## src/rtl/sid_pkg.sv

```systemverilog
// Shared types and constants for the SID register file.
// Voice fields, register addresses and the bus-latch decay default.
package sid_pkg;

    localparam int DECAY_CYCLES_DEF = 8192;
    localparam int VOICE_STRIDE     = 7;

    typedef struct packed {
        logic [15:0] freq;
        logic [11:0] pw;
        logic        noise;
        logic        pulse;
        logic        saw;
        logic        triangle;
        logic        test;
        logic        ring;
        logic        sync;
        logic        gate;
        logic [3:0]  atk;
        logic [3:0]  dcy;
        logic [3:0]  stn;
        logic [3:0]  rls;
    } voice_regs_t;

    localparam logic [2:0] OFF_FREQ_LO = 3'd0;
    localparam logic [2:0] OFF_FREQ_HI = 3'd1;
    localparam logic [2:0] OFF_PW_LO   = 3'd2;
    localparam logic [2:0] OFF_PW_HI   = 3'd3;
    localparam logic [2:0] OFF_CTRL    = 3'd4;
    localparam logic [2:0] OFF_AD      = 3'd5;
    localparam logic [2:0] OFF_SR      = 3'd6;

    localparam logic [4:0] ADDR_FC_LO    = 5'h15;
    localparam logic [4:0] ADDR_FC_HI    = 5'h16;
    localparam logic [4:0] ADDR_RES_FILT = 5'h17;
    localparam logic [4:0] ADDR_MODE_VOL = 5'h18;
    localparam logic [4:0] ADDR_POT_X    = 5'h19;
    localparam logic [4:0] ADDR_POT_Y    = 5'h1A;
    localparam logic [4:0] ADDR_OSC3     = 5'h1B;
    localparam logic [4:0] ADDR_ENV3     = 5'h1C;

endpackage

```

## src/rtl/sid_voice_regs.sv

```systemverilog
// Seven-byte register block for one voice; the parent qualifies the
// write strobe with address range and clk_en.
module sid_voice_regs
    import sid_pkg::*;
(
    input  logic        clk,
    input  logic        n_reset,
    input  logic        we,
    input  logic [2:0]  offset,
    input  logic [7:0]  data,
    output voice_regs_t regs
);

    // Byte-wise decode of the voice registers.
    always_ff @(posedge clk or negedge n_reset) begin
        if (!n_reset) begin
            regs <= '0;
        end else if (we) begin
            case (offset)
                OFF_FREQ_LO: regs.freq[7:0]  <= data;
                OFF_FREQ_HI: regs.freq[15:8] <= data;
                OFF_PW_LO:   regs.pw[7:0]    <= data;
                OFF_PW_HI:   regs.pw[11:8]   <= data[3:0];
                OFF_CTRL: begin
                    {regs.noise, regs.pulse, regs.saw, regs.triangle,
                     regs.test, regs.ring, regs.sync, regs.gate} <= data;
                end
                OFF_AD: begin
                    regs.atk <= data[7:4];
                    regs.dcy <= data[3:0];
                end
                OFF_SR: begin
                    regs.stn <= data[7:4];
                    regs.rls <= data[3:0];
                end
                default: regs <= regs;
            endcase
        end
    end

endmodule

```

## src/rtl/sid_regs.sv

```systemverilog
// SID register file: three voice blocks, filter/volume registers,
// read-back mux and a decaying bus latch.
module sid_regs
    import sid_pkg::*;
#(
    parameter int DECAY_CYCLES = DECAY_CYCLES_DEF
) (
    input  logic                  clk,
    input  logic                  n_reset,
    input  logic                  clk_en,
    input  logic                  n_cs,
    input  logic                  r_nw,
    input  logic [4:0]            addr,
    input  logic [7:0]            data_in,
    output logic [7:0]            data_out,
    input  logic [7:0]            pot_x,
    input  logic [7:0]            pot_y,
    input  logic [7:0]            osc3,
    input  logic [7:0]            env3,
    output voice_regs_t [2:0]     voice_regs,
    output logic [10:0]           fc,
    output logic [3:0]            res,
    output logic [3:0]            filt,
    output logic [3:0]            mode,
    output logic [3:0]            vol
);

    localparam int         CW         = $clog2(DECAY_CYCLES + 1);
    localparam logic [CW-1:0] DECAY_MAX  = CW'(DECAY_CYCLES);
    localparam logic [CW-1:0] DECAY_LAST = CW'(DECAY_CYCLES - 1);

    logic          wr_access_s;
    logic          commit_s;
    logic          wr_prev_r;
    logic [7:0]    bus_latch_r;
    logic [CW-1:0] decay_cnt_r;
    logic [7:0]    rd_data_s;

    assign wr_access_s = ~n_cs & ~r_nw;
    // Only the first tick of a held write access commits.
    assign commit_s    = clk_en & wr_access_s & ~wr_prev_r;

    // Remember whether the previous sampled tick was a write access.
    always_ff @(posedge clk or negedge n_reset) begin
        if (!n_reset) begin
            wr_prev_r <= 1'b0;
        end else if (clk_en) begin
            wr_prev_r <= wr_access_s;
        end
    end

    genvar v;
    generate
        for (v = 0; v < 3; v++) begin : g_voice
            localparam logic [4:0] VBASE = 5'(VOICE_STRIDE * v);
            logic [4:0] rel_s;
            logic       hit_s;

            // Wrapping subtraction keeps the range test non-constant for voice 0.
            assign rel_s = addr - VBASE;
            assign hit_s = commit_s & (rel_s < 5'd7);

            sid_voice_regs u_voice (
                .clk     (clk),
                .n_reset (n_reset),
                .we      (hit_s),
                .offset  (rel_s[2:0]),
                .data    (data_in),
                .regs    (voice_regs[v])
            );
        end
    endgenerate

    // Filter and volume registers.
    always_ff @(posedge clk or negedge n_reset) begin
        if (!n_reset) begin
            fc   <= 11'd0;
            res  <= 4'd0;
            filt <= 4'd0;
            mode <= 4'd0;
            vol  <= 4'd0;
        end else if (commit_s) begin
            case (addr)
                ADDR_FC_LO: fc[2:0]  <= data_in[2:0];
                ADDR_FC_HI: fc[10:3] <= data_in;
                ADDR_RES_FILT: begin
                    res  <= data_in[7:4];
                    filt <= data_in[3:0];
                end
                ADDR_MODE_VOL: begin
                    mode <= data_in[7:4];
                    vol  <= data_in[3:0];
                end
                default: fc <= fc;
            endcase
        end
    end

    // Bus latch with decay; a commit wins over expiry on the same tick.
    always_ff @(posedge clk or negedge n_reset) begin
        if (!n_reset) begin
            bus_latch_r <= 8'h00;
            decay_cnt_r <= '0;
        end else if (commit_s) begin
            bus_latch_r <= data_in;
            decay_cnt_r <= '0;
        end else if (clk_en && (decay_cnt_r != DECAY_MAX)) begin
            decay_cnt_r <= decay_cnt_r + CW'(1);
            if (decay_cnt_r == DECAY_LAST) begin
                bus_latch_r <= 8'h00;
            end
        end
    end

    // Read-back source select.
    always_comb begin
        rd_data_s = bus_latch_r;
        case (addr)
            ADDR_POT_X: rd_data_s = pot_x;
            ADDR_POT_Y: rd_data_s = pot_y;
            ADDR_OSC3:  rd_data_s = osc3;
            ADDR_ENV3:  rd_data_s = env3;
            default:    rd_data_s = bus_latch_r;
        endcase
    end

    // Registered read data, held outside read ticks.
    always_ff @(posedge clk or negedge n_reset) begin
        if (!n_reset) begin
            data_out <= 8'h00;
        end else if (clk_en && !n_cs && r_nw) begin
            data_out <= rd_data_s;
        end
    end

endmodule

```

## config.mk

```make
export PLATFORM = sky130hd
export DESIGN_NAME = sid_regs
export DESIGN_NICKNAME = d
export VERILOG_FILES = /design/src/rtl/sid_pkg.sv /design/src/rtl/sid_voice_regs.sv /design/src/rtl/sid_regs.sv
export SDC_FILE = /design/constraint.sdc
export NUM_CORES = 1
export LEC_CHECK = 0
export ABC_AREA = 1
export CORE_ASPECT_RATIO = 0.8
export CORE_MARGIN = 5
export CORE_UTILIZATION = 35
export CTS_CLUSTER_SIZE = 8
export DETAILED_ROUTE_END_ITERATION = 12
export DONT_BUFFER_PORTS = 1
export MAX_ROUTING_LAYER = met4
export SLEW_MARGIN = 20
export SYNTH_ARGS = -nofsm -noshare
export SYNTH_HDL_FRONTEND = slang
export SYNTH_SLANG_ARGS = --single-unit
export TNS_END_PERCENT = 50
```

## constraint.sdc

```tcl
create_clock -name clk -period 2.2 [get_ports clk]
set_input_delay 0.44 -clock clk [delete_from_list [all_inputs] [get_ports clk]]
set_output_delay 0.44 -clock clk [all_outputs]
set_load 0.03 [all_outputs]
```

==> key figures <==
STA
  • Slew Limit Fails: 0
  • Minimum clock period after layout: 1.864 ns
  • Tcrit/Tclk final: 84.74%
  • Final hold violation count: 214
  • Min Hold Slack: -0.4012 ns
  • Relative slew slack: 40.86%
  • Final setup viols: 0
  • Setup Skew: 0.01074 ns
  • Setup TNS: 0 ns
  • Worst slew pin tran: 0.8823 ns
  • RSZ-0062 raised after global routing: false
  • Achievable frequency: 536.4 MHz

Clock tree
  • CTS HTree Levels: 1
  • CTS root buffer: clkbuf_16
  • Clock sinks: 214
  • Max Root-Sink Buffers: 3
  • Hold_buf cts: 2
  • Setup bufs post-CTS: 0
  • CTS tree: done
  • TritonCTS Buffers: 30
  • Worst skew pair latency: 0.54 ns
  • Clock transition at the registers of the reported paths: 0.05 ns
  • # resized after CTS: 0

Yosys
  • Syn_nets: 1,120
  • Cell taking the most area after synthesis: dfrtp_1
  • Ys flop type: dfrtp_1
  • Xor and xnor area share after synthesis: 0.8390%
  • Post-synth cell types: 25
  • Synth warn: 0
  • Commonest cells post-synth: 414 x nand2_1, 214 x dfrtp_1, 80 x o21ai_1
  • Multiplexer area fraction after synthesis: 0%
  • Compound-Gate Fraction of Synth Area: 7.524%
  • Number of synthesized flops with an enable pin: 0
  • Top-count cell post-synth: nand2_1
  • Synthesized area: 9395 um^2
  • Post-synthesis simple-gate area fraction: 27.75%
  • Post-synth ARST share: 100.0%
  • FF+latch count, synth: 214
  • Post-Syn Instances: 1,059
  • Post-synthesis sequential area ratio: 57.00%
  • Largest family of logic cells by synthesized area: simple AND/OR/NAND/NOR gates
  • Mean Syn Cell Area: 8.872 um^2
  • Adder-Cell Fraction of Synth Area: 1.465%
  • Post-synth top area share: 57.00%
  • Synth top area cells: dfrtp_1 57%, nand2_1 17%, o21ai_1 4.3%, nand4_1 4.0%, o21ai_0 3.0%

Placement
  • Gpl congestion: 0.9088
  • DP Area: 9802 um^2
  • IO Port Bufs: 0
  • Hpwl dp: 19,210 um

Floorplanning
  • Rows: 53
  • Die W: 193.2 um
  • Die area: 30,240 um^2
  • Total core area: 26,390 um^2
  • Initial core utilization: 35.60%
  • I/O pin count: 241
  • Die Ht: 156.5 um

Route
  • Initial DRC count: 442
  • Via density: 4.981
  • Via count: 7,118
  • Drt drc: 0
  • Post-DRT Antenna Nets: 0
  • Routed WL: 28,220 um
  • 1st-pass router iterations: 5
  • Average wire per standard cell: 19.75 um

Critical path
  • Worst Setup Start Kind: register
  • CP most frequent cell: nand2_1
  • Worst EP arrival: 2.28 ns
  • Worst path cell trace: inv_1 > ha_1 > nand3_1 > nor2_1 > nand2_1 > nand2_1 > nand2_1 > clkinv_1 > nand2_1 > nand2_1
  • CP Class: reg -> reg
  • CP max stage cell: dfrtp_1
  • Crit. End Element: register
  • Data required, critical path: 2.62 ns
  • CP max FO: 10
  • Worst path max stage delay: 0.39 ns

Global routing
  • Initial antenna violation count: 0
  • Grt total ovfl: 0
  • GRT Total Usage: 18.67%
  • Vias in the first global route: 7,094
  • Largest net degree at the start of global routing: 215
  • First-pass GRT wire length: 42,570 um

Layout
  • Area growth syn-to-layout: 12.94%
  • Nets: 1,133
  • Ant. Diodes: 0
  • Share of layout cells above drive strength 1: 8.582%
  • Finished Cell Area: 10,610 um^2

Pwr
  • Pleak: 5.311 nW
  • Worst vdd ir: 0.5315 mV
  • PwrDens: 936.2 nW/um^2
  • Total power: 0.009935 W

Outcome
  • Status: finished, violations left
  • Failing checks: negative hold slack

Flow run
  • Max_cap viols: 0

Hold path
  • Hold WC Path Type: in -> async
## worst paths after layout
path	start	to	slack, ns	depth (start not counted)
min reg2reg	bus_latch_r[0]	bus_latch_r[0]	0.47	2
max	decay_cnt_r[0]	decay_cnt_r[10]	0.34	10
min in group clk	data_in[6]	res[2]	0.03	2
max in group asynchronous	n_reset	g_voice[0].u_voice.regs[42]	2.27	0
max reg2reg	decay_cnt_r[0]	decay_cnt_r[10]	0.34	10
min	n_reset	data_out[0]	-0.40	0
## cell families after synthesis
logic type,after synthesis
AOI/OAI and AO/OA,139
xor gates and xnor gates,9
adders and majority gates,11
buffers and inverters,112
DFF,214
and+or+nand+nor,574
## metal layers
layer  up-vias  GRT usage, %  part of all wire (%)
li1       3451             -                     -
met1      3340         25.30                    44
met2       288         26.72                    42
met3        39         7.136                    12
met4         0         4.213                   2.2
met5         -             -                     0
## layout by cell type (no fill, tap or decap), types with 3 or more instances in the layout
cell type and count:
nand3_2 3, o21ai_0 56, xor2_1 8, ha_1 11, clkinv_1 5, nand4_1 60, nand3_4 11, buf_4 29
clkbuf_16 31, nand3_1 32, nand2_1 414, nor2_2 6, nor2_1 41, dfrtp_1 214, o21ai_1 80, inv_1 55
## per-stage QoR
| step | util [%] | hold slack, ns | std cells | worst slack (ns) |
|---|---|---|---|---|
| finish | 40.21 | -0.4012 | 1429 | 0.3357 |
| global placement | 37.14 | 0.1494 | 1395 | 0.03993 |
| detailed placement | 37.14 | 0.1494 | 1395 | -0.01712 |
| CTS | 40.21 | -0.4325 | 1429 | 0.3350 |
| floorplan | - | 0.1444 | 1059 | 0.1283 |
| global route | 40.21 | -0.4349 | 1429 | 0.1392 |
## cell type report
class	instances	area, um^2
Tap cell	357	446.7
Sequential cell	214	5355
Inverter	62	232.7
Multi-Input combinational cell	733	3550
Fill cell	2625	15780
Clock buffer	32	789.5
Timing Repair Buffer	31	237.7
## critical path: cells and delay by family, from the launching register on
| kind | cells | cell delay [ns] |
|---|---|---|
| and+or+nand+nor | 7 | 0.71 |
| buffers and inverters | 2 | 0.43 |
| DFF | 1 | 0.39 |
| adders and majority gates | 1 | 0.21 |
## registers in the layout, summed over array words and instances (netlist names)
register,cells
g_voice.u_voice.regs,156
decay_cnt_r,14
fc,11
bus_latch_r,8
data_out,8
filt,4
mode,4
res,4
vol,4
wr_prev_r,1
## power breakdown
| part | switching, W | internal, W |
|---|---|---|
| sequential | 0.000902 | 0.00429 |
| combinational | 0.000446 | 0.000270 |
| clock | 0.00156 | 0.00246 |
Power figures use the tool's default switching activity.
